$ cat src/rtl/argmax_pkg.sv
// Shared defaults, candidate type and tree-sizing helper for the argmax
// compare-select tree.
package argmax_pkg;

    localparam int ARGMAX_K  = 100;
    localparam int ARGMAX_N  = 8;
    localparam int ARGMAX_IW = $clog2(ARGMAX_K);

    typedef struct packed {
        logic [ARGMAX_IW-1:0]       idx;
        logic signed [ARGMAX_N-1:0] val;
    } argmax_cand_t;

    // Candidates surviving after lvl halving levels: ceil(cnt / 2^lvl).
    function automatic int level_count(input int cnt, input int lvl);
        return (cnt + (1 << lvl) - 1) >> lvl;
    endfunction

endpackage

$ cat src/rtl/argmax_cmp.sv
// Two-input signed compare-select node; the left (lower-index) candidate
// wins ties.
module argmax_cmp #(
    parameter int IW = 7,
    parameter int N  = 8
) (
    input  logic [IW-1:0]       i_l_idx,
    input  logic signed [N-1:0] i_l_val,
    input  logic [IW-1:0]       i_r_idx,
    input  logic signed [N-1:0] i_r_val,
    output logic [IW-1:0]       o_idx,
    output logic signed [N-1:0] o_val
);

    logic w_take_r;

    assign w_take_r = i_r_val > i_l_val;
    assign o_idx    = w_take_r ? i_r_idx : i_l_idx;
    assign o_val    = w_take_r ? i_r_val : i_l_val;

endmodule

$ cat src/rtl/argmax.sv
// Pipelined argmax over k signed n-bit elements: a binary compare-select
// tree with one register stage per level and a matching valid pipeline.
module argmax
    import argmax_pkg::*;
#(
    parameter int k = ARGMAX_K,
    parameter int n = ARGMAX_N,
    localparam int IW = $clog2(k),
    localparam int D  = $clog2(k)
) (
    input  logic                clk_i,
    input  logic                rst_ni,
    input  logic                valid_i,
    input  logic [k*n-1:0]      array_i,
    output logic                valid_o,
    output logic [IW-1:0]       index_o,
    output logic signed [n-1:0] max_o
);

    logic [IW-1:0]       w_idx0 [k];
    logic signed [n-1:0] w_val0 [k];

    for (genvar j = 0; j < k; j++) begin : g_tag
        assign w_idx0[j] = IW'(j);
        assign w_val0[j] = array_i[j*n +: n];
    end

    for (genvar l = 1; l <= D; l++) begin : g_lvl
        localparam int CI = level_count(k, l - 1);
        localparam int CO = level_count(k, l);

        logic [IW-1:0]       w_in_idx  [CI];
        logic signed [n-1:0] w_in_val  [CI];
        logic                w_in_vld;
        logic [IW-1:0]       w_sel_idx [CO];
        logic signed [n-1:0] w_sel_val [CO];
        logic [IW-1:0]       r_idx     [CO];
        logic signed [n-1:0] r_val     [CO];
        logic                r_vld;

        if (l == 1) begin : g_src
            assign w_in_idx = w_idx0;
            assign w_in_val = w_val0;
            assign w_in_vld = valid_i;
        end else begin : g_src
            assign w_in_idx = g_lvl[l-1].r_idx;
            assign w_in_val = g_lvl[l-1].r_val;
            assign w_in_vld = g_lvl[l-1].r_vld;
        end

        // An unpaired last candidate on an odd-sized level passes straight through.
        for (genvar j = 0; j < CO; j++) begin : g_node
            if (2*j + 1 < CI) begin : g_cmp
                argmax_cmp #(
                    .IW (IW),
                    .N  (n)
                ) u_cmp (
                    .i_l_idx (w_in_idx[2*j]),
                    .i_l_val (w_in_val[2*j]),
                    .i_r_idx (w_in_idx[2*j+1]),
                    .i_r_val (w_in_val[2*j+1]),
                    .o_idx   (w_sel_idx[j]),
                    .o_val   (w_sel_val[j])
                );
            end else begin : g_pass
                assign w_sel_idx[j] = w_in_idx[2*j];
                assign w_sel_val[j] = w_in_val[2*j];
            end
        end

        always_ff @(posedge clk_i or negedge rst_ni) begin
            if (!rst_ni) begin
                r_vld <= 1'b0;
                for (int unsigned j = 0; j < CO; j++) begin
                    r_idx[j] <= '0;
                    r_val[j] <= '0;
                end
            end else begin
                r_vld <= w_in_vld;
                r_idx <= w_sel_idx;
                r_val <= w_sel_val;
            end
        end
    end

    assign valid_o = g_lvl[D].r_vld;
    assign index_o = g_lvl[D].r_idx[0];
    assign max_o   = g_lvl[D].r_val[0];

endmodule

$ cat config.mk
export PLATFORM = sky130hd
export DESIGN_NAME = argmax
export DESIGN_NICKNAME = d
export VERILOG_FILES = /design/src/rtl/argmax_pkg.sv /design/src/rtl/argmax_cmp.sv /design/src/rtl/argmax.sv
export SDC_FILE = /design/constraint.sdc
export NUM_CORES = 2
export LEC_CHECK = 0
export CAP_MARGIN = 10
export CORE_MARGIN = 2
export CORE_UTILIZATION = 39
export CTS_BUF_LIST = sky130_fd_sc_hd__clkbuf_16
export CTS_CLUSTER_DIAMETER = 100
export CTS_CLUSTER_SIZE = 28
export DETAILED_ROUTE_END_ITERATION = 16
export PLACE_DENSITY = 0.6
export SYNTH_ARGS = -nofsm -noshare
export SYNTH_HDL_FRONTEND = slang
export SYNTH_SLANG_ARGS = --single-unit
$ cat constraint.sdc
create_clock -name clk_i -period 6.25 [get_ports clk_i]
set_input_delay 1.5625 -clock clk_i [delete_from_list [all_inputs] [get_ports clk_i]]
set_output_delay 1.5625 -clock clk_i [all_outputs]
set_load 0.05 [all_outputs]
======== Yosys cells after proc, flatten, opt, wreduce, memory -nomap -nowiden ========
Index checks and enable logic that the tools add are counted.
storage, ports and cells
  bits in registers ....................... 1,537
  output and inout bits ................... 16
  word-level logic and storage cells ...... 508
operators by class
  multiplexer cells ....................... 198
  $lt $le $gt $ge ......................... 99
operators by type and width
  kind                number
  > comparator 8 bit  99
  two-way mux 8 bit   99
  two-way mux 7 bit   49
  two-way mux 1 bit   50

======== Depth between registers and ports, before layout ========
  word-level depth ........................ 2
  depth in mapped cells ................... 9
  mapped depth without buffers ............ 7

======== Modules after synthesis ========
From an unflattened synthesis, not the netlist that was laid out.
second synthesis, totals
  cell total of the unflattened synthesis .. 6,192
  area total of the unflattened synthesis .. 81,947.3 sq um
modules (own cells, without submodules)
  module      cells each  instances  area an instance (sq um)  sequential area each (sq um)
  argmax_cmp  47          99         439.2                     0.0
  argmax      1,539       1          38,469.4                  38,461.9

======== Worst setup path before layout ========
OpenSTA, ideal clock, no wires.
  kind .................................... input -> register
  start ................................... input array_i[487]
  end ..................................... register g_lvl[1].r_val[153] (netlist name)
  cell stages on the path ................. 8
  required time ........................... 6.125 ns
  arrival time ............................ 3.260 ns
  buffers on the path ..................... 1
  setup slack ............................. 2.866 ns
  setup time .............................. 0.125 ns
  cells stage by stage .................... inv_1 > ha_1 > clkbuf_2 > nand4_1 > o22ai_1 > nor3_1 > a211oi_4 > mux2_2
on the way
  longest elaborated chain between the ends .. 2
RTL lines
  what                                                line              source
  start: declaration                                  argmax.sv:14      input logic [k*n-1:0] array_i,
  > comparator 8 bit                                  argmax_cmp.sv:17  assign w_take_r = i_r_val > i_l_val;
  two-way mux 8 bit                                   argmax_cmp.sv:19  assign o_val = w_take_r ? i_r_val : i_l_val;
  named net g_lvl[1].g_node[30].g_cmp.u_cmp.o_val[1]  argmax_cmp.sv:12  output logic signed [N-1:0] o_val
  end signal: assignment                              argmax.sv:81      r_val <= w_sel_val;
  end: declaration                                    argmax.sv:38      logic signed [n-1:0] r_val [CO];
The timed path passes the listed nets, and every way through them passes these cells.

======== Final worst setup path ========
  start ................................... register g_lvl[7].r_idx (netlist bit index_o[4])
  end ..................................... output index_o[4]
RTL lines
  what                      line          source
  start: declaration        argmax.sv:37  logic [IW-1:0] r_idx [CO];
  start signal: assignment  argmax.sv:80  r_idx <= w_sel_idx;
  end: declaration          argmax.sv:16  output logic [IW-1:0] index_o,
No word-level cell between the ends.

==> summary.txt <==
STA
  – Rel. slew slack: 34.1%
  – Final cycle utilization of the critical path: 57.7%
  – Hold Fails Final Rpt: 0
  – Setup violations, final: 0
  – Fmax: 0.277 GHz
  – Setup TNS: 0 ns
  – Fin. max-slew vios: 0
  – Minimum clock period after layout: 3.60 ns
  – Worst slew pin tran: 0.987 ns
  – RSZ-0062 raised after global routing: no
  – Worst clock skew: 0.0277 ns

Logic synthesis
  – Post-Syn Nets: 7,202
  – Synthesized area: 62,700 µm²
  – Area leader, netlist: dfrtp_1
  – Library cells used by synthesis: 63
  – Count of state elements after synthesis: 1,070
  – Number of synthesized flops with an enable pin: 0
  – Syn Inst Count: 5,607
  – Mean Syn Cell Area: 11.2 µm²
  – Asr flop ratio synth: 100%
  – YS warnings: 0
  – Ys flop type: dfrtp_1
  – Synth cell count leaders: dfrtp_1 (1,070), inv_1 (1,013), mux2_2 (872)
  – Area share of the largest cell type after synthesis: 42.7%
  – Dominant cells by area after synthesis: dfrtp_1 (43%), ha_1 (16%), mux2_2 (16%)
  – Sequential element share of the synthesized area: 42.7%
  – Count leader, synth: dfrtp_1

Die
  – Starting density of the core: 39.2%
  – Die Wd: 405 µm
  – Chip height: 405 µm
  – DIE AREA: 164,000 µm²
  – Row Count: 147
  – CORE AREA: 160,000 µm²
  – Ports: 819

Global route
  – Pin count of the biggest net entering global routing: 143
  – Total Routing Usage GR: 19.4%
  – Number of global-route vias before repair: 45,566
  – First-pass GRT wire length: 252,000 µm
  – GRT overflow: 0
  – Initial antenna violation count: 16

Drt
  – Routed length per instance: 18.8 µm
  – Drt first-iter violations: 2,108
  – Remaining DRCs: 0
  – TritonRoute pass-1 iters: 7
  – Vias/cell: 5.08
  – Final wirelength: 160,000 µm
  – ANT nets after route: 0
  – Routed vias: 43,332

Setup path
  – Peak fanout along the critical path: 1
  – Critical path depth: 1
  – CP Data Arrival Time: 2.04 ns
  – Setup crit end kind: output pin
  – CP max stage delay: 1.03 ns
  – Worst path required time: 4.69 ns
  – Worst Path Buf+Inv: 1
  – Top Family by Delay on Critical Path: buffers and inverters
  – Critical Setup Path Class: reg2out
  – Slowest-stage cell, CP: clkdlybuf4s50_1
  – Startpoint types: flip-flop
  – CP Cell Sequence: clkdlybuf4s50_1
  – R2r worst-path depth: 6

CTS
  – CTS Buf Count: 51
  – CTS sink cnt: 1,070
  – Clock transition at path regs: 0.10 ns
  – CTS root buf: clkbuf_16
  – TritonCTS clock tree: yes
  – CTS HTree Levels: 2
  – Deepest clock path buffer count: 3
  – Gates resized, CTS repair: 0
  – Postcts setup bufs: 0
  – Hold_buf cts: 0
  – Worst-Skew Late Latency: 0.69 ns

Finish
  – Final instance area: 74,900 µm²
  – Fin nets: 8,003
  – Layout cells sized above 1: 18.2%
  – Layout area overhead: 19.6%

Pwr
  – Power density cells: 362 nW/µm²
  – Leakage: 35.1 nW
  – VDD IR max: 240 µV

Place
  – GPL Wtd Cong: 0.903
  – IO buf count: 818
  – Placed Area: 73,300 µm²
  – Dpl hpwl: 130,000 µm

Hold path
  – Worst min-delay path category: reg2reg
  – Hold path depth: 0

Job
  – MaxCap Viol Count: 0

Outcome
  – Outcome: complete, no violations
-- path summary, 6_finish.rpt --
path                                         from                  end  slack [ns]
worst max register to register  g_lvl[5].r_val[7]    g_lvl[6].r_val[6]        3.04
worst min-delay path               g_lvl[1].r_vld       g_lvl[2].r_vld        0.35
max in group asynchronous                  rst_ni   g_lvl[3].r_val[20]        3.99
worst min register to register     g_lvl[1].r_vld       g_lvl[2].r_vld        0.35
worst max-delay path                   index_o[4]           index_o[4]        2.65
min in group asynchronous                  rst_ni  g_lvl[1].r_val[170]        0.90
-- power by group --
group | internal (W) | switching [W] | total [W]
sequential | 0.00904 | 0.00139 | 0.0104
clock | 0.00168 | 0.00239 | 0.00407
combinational | 0.00618 | 0.00644 | 0.0126
total | 0.0169 | 0.0102 | 0.0271
-- state kept, by name, indices dropped and copies added, names as in the netlist --
signal       flops
g_lvl.r_val    808
g_lvl.r_idx    240
max_o            8
index_o          7
g_lvl.r_vld      6
valid_o          1
-- per-stage QoR --
step / instances / util, % / total power [W] / hold WS [ns] / worst slack [ns]
global route: 8533 / 46.8 / 0.0292 / 0.365 / 2.54
CTS: 8521 / 46.8 / 0.0275 / 0.352 / 2.60
detailed placement: 8441 / 45.8 / 0.0232 / 0.335 / 1.98
floorplan: 5607 / - / 0.0194 / 0.331 / 2.87
global placement: 8441 / 45.8 / 0.0230 / 0.332 / 2.09
finish: 8535 / 46.8 / 0.0271 / 0.348 / 2.65
-- cells by family (layout without fill, tap and decap cells) --
family	Yosys count	after routing	synth area share, %
AO/OA/AOI/OAI	757	757	9.25
adder cells (fa/ha/maj)	792	792	15.8
buffers and inverters	1103	1931	6.83
flip-flops	1070	1070	42.7
multiplexers	932	932	16.6
other	1	15	0.00598
AND/OR/NAND/NOR	952	952	8.75
-- metal layers --
| layer | routed length (µm) | track usage, % | vias to the layer above |
|---|---|---|---|
| met1 | 68400 | 24.0 | 21186 |
| met5 | 13 | 0 | - |
| met3 | 6130 | 2.70 | 186 |
| li1 | - | - | 21195 |
| met2 | 81900 | 35.3 | 763 |
| met4 | 4070 | 4.99 | 2 |
-- cell usage in the layout (no fill, tap or decap), drive strengths merged, types with 14 or more instances in the layout --
master and n:
dfrtp 1070, inv 1031, mux2 877, clkdlybuf4s50 817, ha 792, a21oi 234, nand2 200, nor2 162
nand4 159, a211oi 144, o211ai 118, nand3 85, nor3 78, o21ai 73, nand3b 65, nor2b 56
mux2i 55, clkbuf 52, o22ai 45, a2111oi 39, a21o 29, nor4 25, or2 24, nor4b 20
buf 20, and2b 15, diode 14, o21bai 14, and3b 14
-- final cells by class --
| class | instances | area (µm²) |
|---|---|---|
| timing repair buffer | 837 | 8440 |
| clock inverter | 28 | 349 |
| sequential | 1070 | 26800 |
| inverter | 1014 | 3810 |
| antenna | 14 | 35.0 |
| multi-input combinational | 3434 | 31600 |
| fill | 14611 | 85100 |
| tap | 2086 | 2610 |
| clock buffer | 52 | 1300 |
Note: power is estimated with default switching activity, not from simulation.
